### config.mk
export PLATFORM = sky130hd
export DESIGN_NAME = trng_key_fifo
export DESIGN_NICKNAME = d
export VERILOG_FILES = /design/src/rtl/trng_key_fifo.sv
export SDC_FILE = /design/constraint.sdc
export NUM_CORES = 1
export LEC_CHECK = 0
export BUFFER_PORTS_ARGS = -buffer_cell sky130_fd_sc_hd__buf_2
export CORE_MARGIN = 2
export CORE_UTILIZATION = 55
export CTS_BUF_LIST = sky130_fd_sc_hd__clkbuf_4 sky130_fd_sc_hd__clkbuf_8 sky130_fd_sc_hd__clkbuf_16
export DETAILED_ROUTE_END_ITERATION = 10
export PLACE_DENSITY = 0.76
export SYNTH_ARGS = -nofsm -noshare
export SYNTH_HDL_FRONTEND = slang
export SYNTH_SLANG_ARGS = --single-unit
### constraint.sdc
create_clock -name clk_i -period 8.7 [get_ports clk_i]
set_input_delay 0.87 -clock clk_i [delete_from_list [all_inputs] [get_ports clk_i]]
set_output_delay 0.87 -clock clk_i [all_outputs]
set_load 0.01 [all_outputs]
### src/rtl/trng_key_fifo.sv
// Health-checked key buffer behind the TRNG core: captures core words with a
// one-cycle ack, runs a repetition-count test, and queues passing words.
module trng_key_fifo #(
    parameter int unsigned DEPTH      = 4,
    parameter int unsigned WIDTH      = 32,
    parameter int unsigned RCT_CUTOFF = 2
) (
    input  logic                     clk_i,
    input  logic                     rst_i,
    input  logic                     enable_i,
    input  logic                     clear_i,
    input  logic                     key_ready_i,
    input  logic [WIDTH-1:0]         key_i,
    output logic                     ack_read_o,
    input  logic                     rd_req_i,
    output logic [WIDTH-1:0]         rd_data_o,
    output logic                     rd_valid_o,
    output logic [$clog2(DEPTH):0]   level_o,
    input  logic [$clog2(DEPTH):0]   threshold_i,
    output logic                     rct_fail_o,
    output logic                     intr_o
);

    localparam int unsigned AW = $clog2(DEPTH);
    localparam int unsigned LW = AW + 1;
    localparam int unsigned RW = $clog2(RCT_CUTOFF) + 1;

    typedef enum logic {
        ST_IDLE,
        ST_ACK_WAIT
    } state_e;

    state_e            state_q, state_d;
    logic              ack_q, ack_d;
    logic [AW-1:0]     wr_ptr_q, wr_ptr_d;
    logic [AW-1:0]     rd_ptr_q, rd_ptr_d;
    logic [LW-1:0]     level_q, level_d;
    logic              rct_fail_q, rct_fail_d;
    logic              intr_q, intr_d;
    logic [WIDTH-1:0]  last_word_q, last_word_d;
    logic              last_valid_q, last_valid_d;
    logic [RW-1:0]     rep_cnt_q, rep_cnt_d;
    logic [WIDTH-1:0]  mem_q [DEPTH];

    logic              full, empty, capture, match, fail_hit, push, pop;
    logic [RW-1:0]     rep_inc;

    // Full/empty come from the registered level, so a same-cycle pop never unblocks a capture.
    always_comb begin
        full     = (level_q == LW'(DEPTH));
        empty    = (level_q == '0);
        capture  = (state_q == ST_IDLE) && enable_i && key_ready_i && !full
                   && !rct_fail_q && !clear_i;
        match    = last_valid_q && (key_i == last_word_q);
        rep_inc  = (rep_cnt_q == '1) ? rep_cnt_q : rep_cnt_q + RW'(1);
        fail_hit = capture && match && (rep_inc >= RW'(RCT_CUTOFF));
        push     = capture && !fail_hit;
        pop      = rd_req_i && !empty && !clear_i;
    end

    always_comb begin
        state_d      = state_q;
        ack_d        = 1'b0;
        wr_ptr_d     = wr_ptr_q;
        rd_ptr_d     = rd_ptr_q;
        level_d      = level_q;
        rct_fail_d   = rct_fail_q;
        last_word_d  = last_word_q;
        last_valid_d = last_valid_q;
        rep_cnt_d    = rep_cnt_q;
        intr_d       = 1'b0;

        unique case (state_q)
            ST_IDLE: begin
                if (capture) begin
                    state_d = ST_ACK_WAIT;
                    ack_d   = 1'b1;
                end
            end
            ST_ACK_WAIT: begin
                if (!key_ready_i) begin
                    state_d = ST_IDLE;
                end
            end
            default: state_d = ST_IDLE;
        endcase

        if (capture) begin
            last_word_d  = key_i;
            last_valid_d = 1'b1;
            rep_cnt_d    = match ? rep_inc : RW'(1);
            if (fail_hit) begin
                rct_fail_d = 1'b1;
            end
        end

        if (push) begin
            wr_ptr_d = wr_ptr_q + AW'(1);
        end
        if (pop) begin
            rd_ptr_d = rd_ptr_q + AW'(1);
        end
        level_d = level_q + LW'(push) - LW'(pop);

        // Flush wins over any same-cycle push/pop; the FSM keeps its own state.
        if (clear_i) begin
            wr_ptr_d     = '0;
            rd_ptr_d     = '0;
            level_d      = '0;
            rct_fail_d   = 1'b0;
            last_valid_d = 1'b0;
            rep_cnt_d    = '0;
        end

        intr_d = rct_fail_d || ((threshold_i != '0) && (level_d >= threshold_i));
    end

    always_ff @(posedge clk_i) begin
        if (rst_i) begin
            state_q      <= ST_IDLE;
            ack_q        <= 1'b0;
            wr_ptr_q     <= '0;
            rd_ptr_q     <= '0;
            level_q      <= '0;
            rct_fail_q   <= 1'b0;
            intr_q       <= 1'b0;
            last_word_q  <= '0;
            last_valid_q <= 1'b0;
            rep_cnt_q    <= '0;
        end else begin
            state_q      <= state_d;
            ack_q        <= ack_d;
            wr_ptr_q     <= wr_ptr_d;
            rd_ptr_q     <= rd_ptr_d;
            level_q      <= level_d;
            rct_fail_q   <= rct_fail_d;
            intr_q       <= intr_d;
            last_word_q  <= last_word_d;
            last_valid_q <= last_valid_d;
            rep_cnt_q    <= rep_cnt_d;
        end
    end

    // Storage is deliberately not reset.
    always_ff @(posedge clk_i) begin
        if (push) begin
            mem_q[wr_ptr_q] <= key_i;
        end
    end

    assign ack_read_o = ack_q;
    assign level_o    = level_q;
    assign rct_fail_o = rct_fail_q;
    assign intr_o     = intr_q;
    assign rd_valid_o = !empty;
    assign rd_data_o  = empty ? '0 : mem_q[rd_ptr_q];

endmodule
## After elaboration in Yosys (flattened, before gate mapping)

Memory sizes are Yosys's and may differ from the RTL's. A register that Yosys moved wholly into a read port is not among the register bits.
Cells that the tools add are included.
W data, S select, Z words.

| word-level totals | value |
|---|---|
| memories kept | 1 |
| logic and storage cells | 58 |
| register bits | 46 |
| RAM bits | 128 |
| output and inout bits | 39 |
| input bits | 41 |

| cells by class | value |
|---|---|
| reduce and logical (&&, ||, !) cells | 22 |
| mux-type cells | 14 |
| $add $sub $neg | 5 |
| bitwise operators | 1 |
| equal/unequal tests | 3 |
| order comparisons | 2 |

Memory list:

| memory | words | bits a word | read ports | clocked after Yosys merged registers in | write ports | line | source |
|---|---|---|---|---|---|---|---|
| mem_q | 4 | 32 | 1 | 1 | 1 | 43 | `logic [WIDTH-1:0] mem_q [DEPTH];` |

Operators with widths:

| kind | count |
|---|---|
| $eq A32 B32 Y1 | 1 |
| $mux W32 | 1 |
| $logic_and A1 B1 Y1 | 12 |
| $mux W2 | 4 |
| $mux W1 | 7 |
| $add A2 B1 Y2 const B | 3 |
| $logic_not A1 Y1 | 5 |
| $reduce_or A2 Y1 | 2 |
| $add A3 B1 Y3 | 1 |
| $eq A3 B3 Y1 const B | 1 |
| $ge A3 B3 Y1 | 1 |
| $logic_not A3 Y1 | 1 |
| $mux W3 | 1 |
| $reduce_bool A3 Y1 | 1 |
| $sub A3 B1 Y3 | 1 |
| $eq A2 B2 Y1 const B | 1 |
| $ge A2 B2 Y1 const B | 1 |
| $pmux W1 S2 | 1 |
| $logic_or A1 B1 Y1 | 1 |
| $not A1 Y1 | 1 |

## Longest topological paths before layout

Gate-level depths: netlist of the first run.

| depth | value |
|---|---|
| depth after elaboration | 16 |
| gate-level depth with buffers | 18 |
| gate-level depth less buffers | 18 |

## Worst setup path after synthesis of the first run

Ideal clock, no wire load.

| path | value |
|---|---|
| path kind | input-to-reg |
| start point | input key_i[15] |
| end point | register intr_q (netlist: intr_o) |
| data required time | 8.586 ns |
| setup time | 0.114 ns |
| cell stages on the path | 18 |
| path buffers | 0 |
| setup slack | 4.411 ns |
| arrival time | 4.175 ns |
| cell sequence | or2b_1 > o2111ai_1 > or4_1 > or4_4 > o21a_4 > inv_1 > ha_1 > inv_1 > ha_1 > inv_1 > fa_1 > xor2_1 > xnor2_1 > nor2_1 > ha_1 > a21oi_1 > nor3_1 > a21o_1 |

| on the way | value |
|---|---|
| longest elaborated chain between the ends | 12 |
| elaborated cells between the ends (all ways) | 15 |
| those cells by class | 2 x add/sub; 1 x order compare; 1 x eq/ne; 4 x mux; 7 x reduce/logical |

RTL lines:

| item | line | source |
|---|---|---|
| from (decl) | 13 | `input logic [WIDTH-1:0] key_i,` |
| $eq A32 B32 Y1 | 54 | `match = last_valid_q && (key_i == last_word_q);` |
| $logic_and A1 B1 Y1 | 54 |  |
| $logic_and A1 B1 Y1 (2 in series) | 56 | `fail_hit = capture && match && (rep_inc >= RW'(RCT_CUTOFF));` |
| $logic_not A1 Y1 | 57 | `push = capture && !fail_hit;` |
| $logic_and A1 B1 Y1 | 57 |  |
| $add A3 B1 Y3 | 103 | `level_d = level_q + LW'(push) - LW'(pop);` |
| $sub A3 B1 Y3 | 103 |  |
| $mux W3 | 106 | `if (clear_i) begin` |
| named net level_d[2] | 37 | `logic [LW-1:0] level_q, level_d;` |
| $ge A3 B3 Y1 | 115 | `intr_d = rct_fail_d \|\| ((threshold_i != '0) && (level_d >= threshold_i));` |
| $logic_and A1 B1 Y1 | 115 |  |
| $logic_or A1 B1 Y1 | 115 |  |
| to (signal assigned) | 137 | `intr_q <= intr_d;` |
| to (decl) | 39 | `logic intr_q, intr_d;` |

The timed path passes the listed nets, and every way through them passes these cells.
A chain may end at the register's enable or synchronous reset.

## Final worst setup path of the first run

Same ends and word-level chain as after synthesis.

==> results.ini, run 1 <==
[global_route]
grt_remaining_overflow=0
grt_start_max_net_pins=39
grt_pass1_vias=4234
grt_pass1_wl_mm=21.9
gr-usage-all-layers_pct=20.8
grt_antenna_before_repair=1

[drt]
vias_per_cell=5.39
first_pass_iters=4
drt_iter0_drcs=235
vias=4047
ant_nets=0
drc_errors=0
route.detailed.wl_per_inst_um=18.1
routed_wirelength_mm=13.6

[clocking]
cts_max_path_buffers=2
clock_tree.root_cell=sky130_fd_sc_hd__clkbuf_16
cts-htree-levels=4
cts_tree=built
cts_hold_buffers=0
cts.repair_timing.setup_buffer_count=0
clk_pin_slew_ns=0.06
cts.sinks=176
number_of_buffers_created_by_cts=17
clkLatencyLatePin_ns=0.42
post_cts.resized_instances=0

[cells_and_area]
stdcell_area_um2=8300
drive_above_1_share_pct=27.6
mostFrequentLayoutCell=sky130_fd_sc_hd__edfxtp_1
layout_common_cells=128 x sky130_fd_sc_hd__edfxtp_1, 79 x sky130_fd_sc_hd__buf_2, 69 x sky130_fd_sc_hd__nand2_1
finish.net_count=617
num_antenna_cells=0
area_growth_syn_to_layout_pct=16.9

[timing]
hold-worst-slack_ns=0.460
max_slew_violation_total_from_the_final_report=0
min_period_over_period_pct=48.7
setup_tns_ns=0
fin_worst_skew_ns=0.00970
period_minus_slack_ns=4.23
final.setup.worst_slack_ns=4.47
timing_hold_violations_final=0
finalSetupViolations=0
worst_slew_pin_slew_ns=0.947
relSlewSlack_pct=36.9
grt_setup_unrepaired=false
fmax_mhz=236

[setup_path]
worstPathRequired_ns=9.01
critical_path_peak_fanout=7
critPathSlowestCell=sky130_fd_sc_hd__or4_4
path_delay_family=simple AND/OR/NAND/NOR gates
timing_worst_setup_path_type=in2reg
cp_cell_sequence=buf_2 -> or2b_1 -> o2111ai_1 -> or4_1 -> or4_4 -> o21a_4 -> inv_1 -> ha_1 -> inv_1 -> ha_1 -> inv_1 -> fa_1 -> xor2_1 -> xnor2_1 -> nor2_1 -> ha_1 -> a21oi_1 -> nor3_1 -> a21o_1
critical_path.endpoint_type=flop
arrival_ns=4.55
cp_slowest_stage_delay_ns=0.56
timing.critical_path.buf_inv=4
crit_path_start_kind=input pin

[synthesis]
yosysUniqueCellTypes=39
yosysWarnings=0
synth_area_um2=7100
syn_nets=536
synth.yosys.seq_area_share_pct=67.7
yosys_register_bits=176
synthesis.instances=485
netlist.top_cell.by_area=sky130_fd_sc_hd__edfxtp_1
syn_avg_cell_area_um2=14.6
synth_top_area_share_pct=54.1
synth_area_leaders=sky130_fd_sc_hd__edfxtp_1 54%, sky130_fd_sc_hd__dfxtp_1 14%, sky130_fd_sc_hd__mux4_2 10%, sky130_fd_sc_hd__nand2_1 3.6%, sky130_fd_sc_hd__nor2b_1 2.9%

[placed_design]
dp.final_hpwl_mm=8.27
placement.io_buffers=79
pre_cts_slack_ns=4.02
place.gp.congestion=0.759
post_dp_cell_area_um2=7670

[status]
outcome=completed

[floorplanning]
fp.dieArea_um2=13800
io_pins=80
num_rows=41
design.core.area_um2=12600
floorplan.initialDensity_pct=56.3
die_width_um=118
die-height_um=118

[power_and_ir_drop]
vdd_drop_max_mv=0.101
power.density_cell_area_nw_per_um2=214
power.static_leakage_uw=0.00296

[worst_hold_path]
hold_path.class=reg2reg

[flow_run]
maxCapViolations=0

[worst paths after layout]
check | slack (ns) | start | end | cells past startpoint
min reg2reg | 0.46 | state_q$_SDFF_PP0_ | ack_read_o$_SDFF_PP0_ | 1
max reg2reg | 4.72 | last_word_q[28]$_SDFFE_PP0P_ | intr_o$_SDFF_PP0_ | 18
min | 0.46 | state_q$_SDFF_PP0_ | ack_read_o$_SDFF_PP0_ | 1
max | 4.47 | key_i[15] | intr_o$_SDFF_PP0_ | 19
[sequential cells by signal, summed over array words and instances (netlist names), named ones only]
name	flops
rd_ptr_q	2
last_valid_q	1
rep_cnt_q	2
state_q	1
rct_fail_o	1
wr_ptr_q	2
level_o	3
intr_o	1
ack_read_o	1
mem_q	128
last_word_q	32
[power by group]
part / internal, µW / switching, µW
Combinational: 31.1 / 47.8
Clock: 485 / 296
Sequential: 911 / 5.71
Total: 1430 / 349
[logic make-up after synthesis]
logic type | Yosys count | share of synthesized area, %
compound gates | 50 | 4.19
xor+xnor | 27 | 3.33
fa+ha+maj | 10 | 1.87
buf+inv | 38 | 2.01
flops | 176 | 67.7
mux | 33 | 10.4
simple gates | 151 | 10.6
[cell usage after synthesis]
cell	number
sky130_fd_sc_hd__ha_1	9
sky130_fd_sc_hd__nor4b_1	1
sky130_fd_sc_hd__or2b_1	3
sky130_fd_sc_hd__nor3_1	7
sky130_fd_sc_hd__inv_1	16
sky130_fd_sc_hd__or2_2	1
sky130_fd_sc_hd__o2111ai_1	3
sky130_fd_sc_hd__xor2_1	22
sky130_fd_sc_hd__buf_1	3
sky130_fd_sc_hd__nor3b_1	1
sky130_fd_sc_hd__nand2b_1	3
sky130_fd_sc_hd__nand4_1	1
sky130_fd_sc_hd__o211ai_1	1
sky130_fd_sc_hd__a222oi_1	1
sky130_fd_sc_hd__a21o_1	2
sky130_fd_sc_hd__a21oi_1	37
sky130_fd_sc_hd__nor2_1	14
sky130_fd_sc_hd__nor2b_1	33
sky130_fd_sc_hd__nor4_1	4
sky130_fd_sc_hd__o31ai_1	2
sky130_fd_sc_hd__and2b_1	1
sky130_fd_sc_hd__clkbuf_1	19
sky130_fd_sc_hd__o21a_4	1
sky130_fd_sc_hd__mux2_4	1
sky130_fd_sc_hd__dfxtp_1	48
sky130_fd_sc_hd__a221oi_1	1
sky130_fd_sc_hd__and3_1	1
sky130_fd_sc_hd__a211oi_1	2
sky130_fd_sc_hd__edfxtp_1	128
sky130_fd_sc_hd__nand2_1	69
sky130_fd_sc_hd__and2_2	4
sky130_fd_sc_hd__mux4_2	32
sky130_fd_sc_hd__or4_4	1
sky130_fd_sc_hd__and2_1	2
sky130_fd_sc_hd__fa_1	1
sky130_fd_sc_hd__or4_1	1
sky130_fd_sc_hd__nand3_1	2
sky130_fd_sc_hd__xnor2_1	5
sky130_fd_sc_hd__or2b_2	2
[stage by stage]
stage	util [%]	power, µW	instances
finish	65.8	1780	751
global route	65.8	1830	751
CTS	65.8	1790	751
detailed placement	60.8	1010	719
global placement	60.8	1010	719
floorplan	-	976	485
[metal layers]
metal  vias up  track usage, %  wire length (µm)
met5         -               0                11
met4         2            7.91               216
met3        27            5.14               616
met2       111            36.2              7310
met1      1981            25.1              5470
li1       1926               -                 -
[final cells by class]
| cell class | count | area, µm² |
|---|---|---|
| Multi-Input combinational cell | 271 | 2160 |
| Clock buffer | 25 | 534 |
| Inverter | 16 | 60.1 |
| Tap cell | 172 | 215 |
| Clock inverter | 7 | 96.3 |
| Timing Repair Buffer | 84 | 433 |
| Sequential cell | 176 | 4810 |
| Fill cell | 891 | 4320 |
Note: power is estimated with default switching activity, not from simulation.
==> run 2, diff against run 1 <==
==> constraint.sdc (replaced) <==
create_clock -name clk_i -period 4.2 [get_ports clk_i]
set_input_delay 0.42 -clock clk_i [delete_from_list [all_inputs] [get_ports clk_i]]
set_output_delay 0.42 -clock clk_i [all_outputs]
set_load 0.01 [all_outputs]
==> run 2 against run 1 <==
Total power increased by 100%. Sequential cell count unchanged. Die area unchanged. Cell area about the same. Critical path depth decreased by 1. Sequential power increased by 110%.
==> results.ini, run 2 (same netlist as run 1, synthesis figures left out) <==
[power_and_ir_drop]
switching_power_uw=742
seq_power_share_pct=52.4
power.density_cell_area_nw_per_um2=436
power.internal_uw=2880
share_of_power_burned_in_combinational_logic_pct=4.7
power.static_leakage_uw=0.00298
power_switching_share_pct=20.5
clock_power_share_pct=42.9
vdd_drop_max_mv=0.322

[floorplanning]
floorplan.initialDensity_pct=56.3
design.core.area_um2=12600
num_rows=41
fp.dieArea_um2=13800
io_pins=80
die_width_um=118
die-height_um=118

[setup_path]
worstReg2RegStart=last_word_q[28]$_SDFFE_PP0P_
cp_slowest_stage_delay_ns=0.57
arrival_ns=4.32
reg2reg_to=intr_o$_SDFF_PP0_
crit_path_start_kind=flop
reg2reg_slack_ns=0.21
reg2reg_depth=18
path_delay_family=simple AND/OR/NAND/NOR gates
worstPathRequired_ns=4.53
timing.critical_path.buf_inv=3
timing_worst_setup_path_type=reg2reg
critical_path_peak_fanout=5
critPathSlowestCell=sky130_fd_sc_hd__or4_4
critical_path.endpoint_type=flop
cp_cell_sequence=or2b_1 -> o2111ai_1 -> or4_1 -> or4_4 -> o21a_4 -> inv_1 -> ha_1 -> inv_1 -> ha_1 -> inv_1 -> fa_1 -> xor2_1 -> xnor2_1 -> nor2_1 -> ha_1 -> a21oi_2 -> nor3_1 -> a21o_1

[timing]
worst_slew_pin_slew_ns=0.954
finalSetupViolations=0
grt_setup_unrepaired=false
fin_worst_skew_ns=0.0104
timing_hold_violations_final=0
max_slew_violation_total_from_the_final_report=0
fmax_mhz=250
period_minus_slack_ns=3.99
min_period_over_period_pct=95.1
final.setup.worst_slack_ns=0.205
relSlewSlack_pct=36.3

[cells_and_area]
finish.net_count=623
largest_register_by_flop_count=mem_q
mostFrequentLayoutCell=sky130_fd_sc_hd__edfxtp_1
largest_register_ff_count=128
layout_common_cells=128 x sky130_fd_sc_hd__edfxtp_1, 79 x sky130_fd_sc_hd__buf_2, 69 x sky130_fd_sc_hd__nand2_1
area_growth_syn_to_layout_pct=17.0
drive_above_1_share_pct=28.5
post-route-util_pct=65.8
num_antenna_cells=0
filler_cell_count=946

[global_route]
grt_pass1_wl_mm=22.7
groute.layer.met1.usage_pct=26.0
top_usage_layer=met2
met3_usage_pct=4.46
grt_remaining_overflow=0
grtUsageMet2_pct=37.7
gr-usage-all-layers_pct=21.5
grt_start_max_net_pins=39
grt_antenna_before_repair=0
grt_pass1_vias=4398

[drt]
vias_per_cell=5.47
vias=4144
routed_wirelength_mm=14.0
first_pass_iters=4
route.detailed.wl_per_inst_um=18.4
ant_nets=0
drc_errors=0
drt_iter0_drcs=345

[clocking]
cts_tree=built
cts-htree-levels=4
cts_max_path_buffers=2
number_of_buffers_created_by_cts=17
clk_pin_slew_ns=0.06
clkLatencyLatePin_ns=0.43
clock_tree.root_cell=sky130_fd_sc_hd__clkbuf_16
cts_hold_buffers=0
cts.sinks=176

[placed_design]
place.gp.congestion=0.790
pre_cts_slack_ns=-0.0180
dp.final_hpwl_mm=8.72
placement.io_buffers=79

[worst_hold_path]
hold_path.class=in2reg
min_to=mem_q[3][1]$_DFFE_PP_
worst_hold_startpoint=key_i[1]
hold_depth=1

[flow_run]
maxCapViolations=0

[status]
outcome=completed

-- run 2: cell count changes in the layout (fill, tap and decap cells not counted) --
cell,delta
sky130_fd_sc_hd__inv_6,+1
sky130_fd_sc_hd__buf_4,+6
sky130_fd_sc_hd__clkbuf_8,-5
sky130_fd_sc_hd__clkinv_2,+6
sky130_fd_sc_hd__a21oi_2,+1
sky130_fd_sc_hd__clkbuf_4,+1
sky130_fd_sc_hd__a21oi_1,-1
sky130_fd_sc_hd__clkinvlp_4,-3
-- run 2: worst register-to-register path, delay by kind of cell, from the launching register on --
kind	cells	cell delay, ns
simple gates	5	1.39
xor+xnor	2	0.41
compound gates	4	0.63
flops	1	0.32
fa+ha+maj	4	1.02
buf+inv	3	0.16
-- run 2: how the worst max path moves through the flow --
stage | from | endpoint | slack, ns | depth (start not counted)
global route | last_word_q[31]$_SDFFE_PP0P_ | intr_o$_SDFF_PP0_ | 0.003 | 18
finish | last_word_q[28]$_SDFFE_PP0P_ | intr_o$_SDFF_PP0_ | 0.21 | 18
global placement | key_i[3] | intr_o$_SDFF_PP0_ | 0.11 | 19
detailed placement | key_i[15] | intr_o$_SDFF_PP0_ | -0.02 | 19
floorplan | key_i[15] | intr_o$_SDFF_PP0_ | 0.36 | 18
CTS | last_word_q[28]$_SDFFE_PP0P_ | intr_o$_SDFF_PP0_ | 0.20 | 18
-- run 2: repair_timing --
item / 4_1_cts / 5_1_grt
gates resized for setup: 0 / 1
setup buffers: 0 / 1
endpoints found under the setup margin: 0 / 1
-- run 2: per-layer routing --
layer / wire length, µm / vias up
met3: 706 / 18
li1: - / 1939
met1: 5600 / 2069
met4: 255 / 0
met5: 0 / -
met2: 7400 / 118
-- run 2: power by group through the flow --
stage / Combinational, µW / Clock, µW / Sequential (µW)
after CTS: 170 / 1570 / 1900
final: 170 / 1550 / 1900
after detailed placement: 169 / 0 / 1940
after global routing: 188 / 1630 / 1900
after global placement: 163 / 0 / 1930
after floorplan: 88.3 / 0 / 1930
-- run 2: final cells by class --
cell class	instances	area (µm²)	share of cell area, %
flip-flops and latches	176	4810	57.9
inverters	16	60.1	0.723
repair buffers	90	478	5.75
clock buffers	21	473	5.69
clock inverters	11	113	1.36
well taps	172	215	2.59
multi-input cells	271	2160	26.0
-- run 2: stage by stage --
step / cell area [µm²] / instances / hold WS (ns) / power [µW] / setup TNS [ns]
floorplan: 7100 / 485 / 0.426 / 2020 / 0
global placement: 7710 / 724 / 0.442 / 2100 / 0
detailed placement: 7710 / 724 / 0.448 / 2100 / -0.0180
CTS: 8300 / 756 / 0.235 / 3640 / 0
global route: 8310 / 757 / 0.250 / 3720 / 0
finish: 8310 / 757 / 0.248 / 3620 / 0
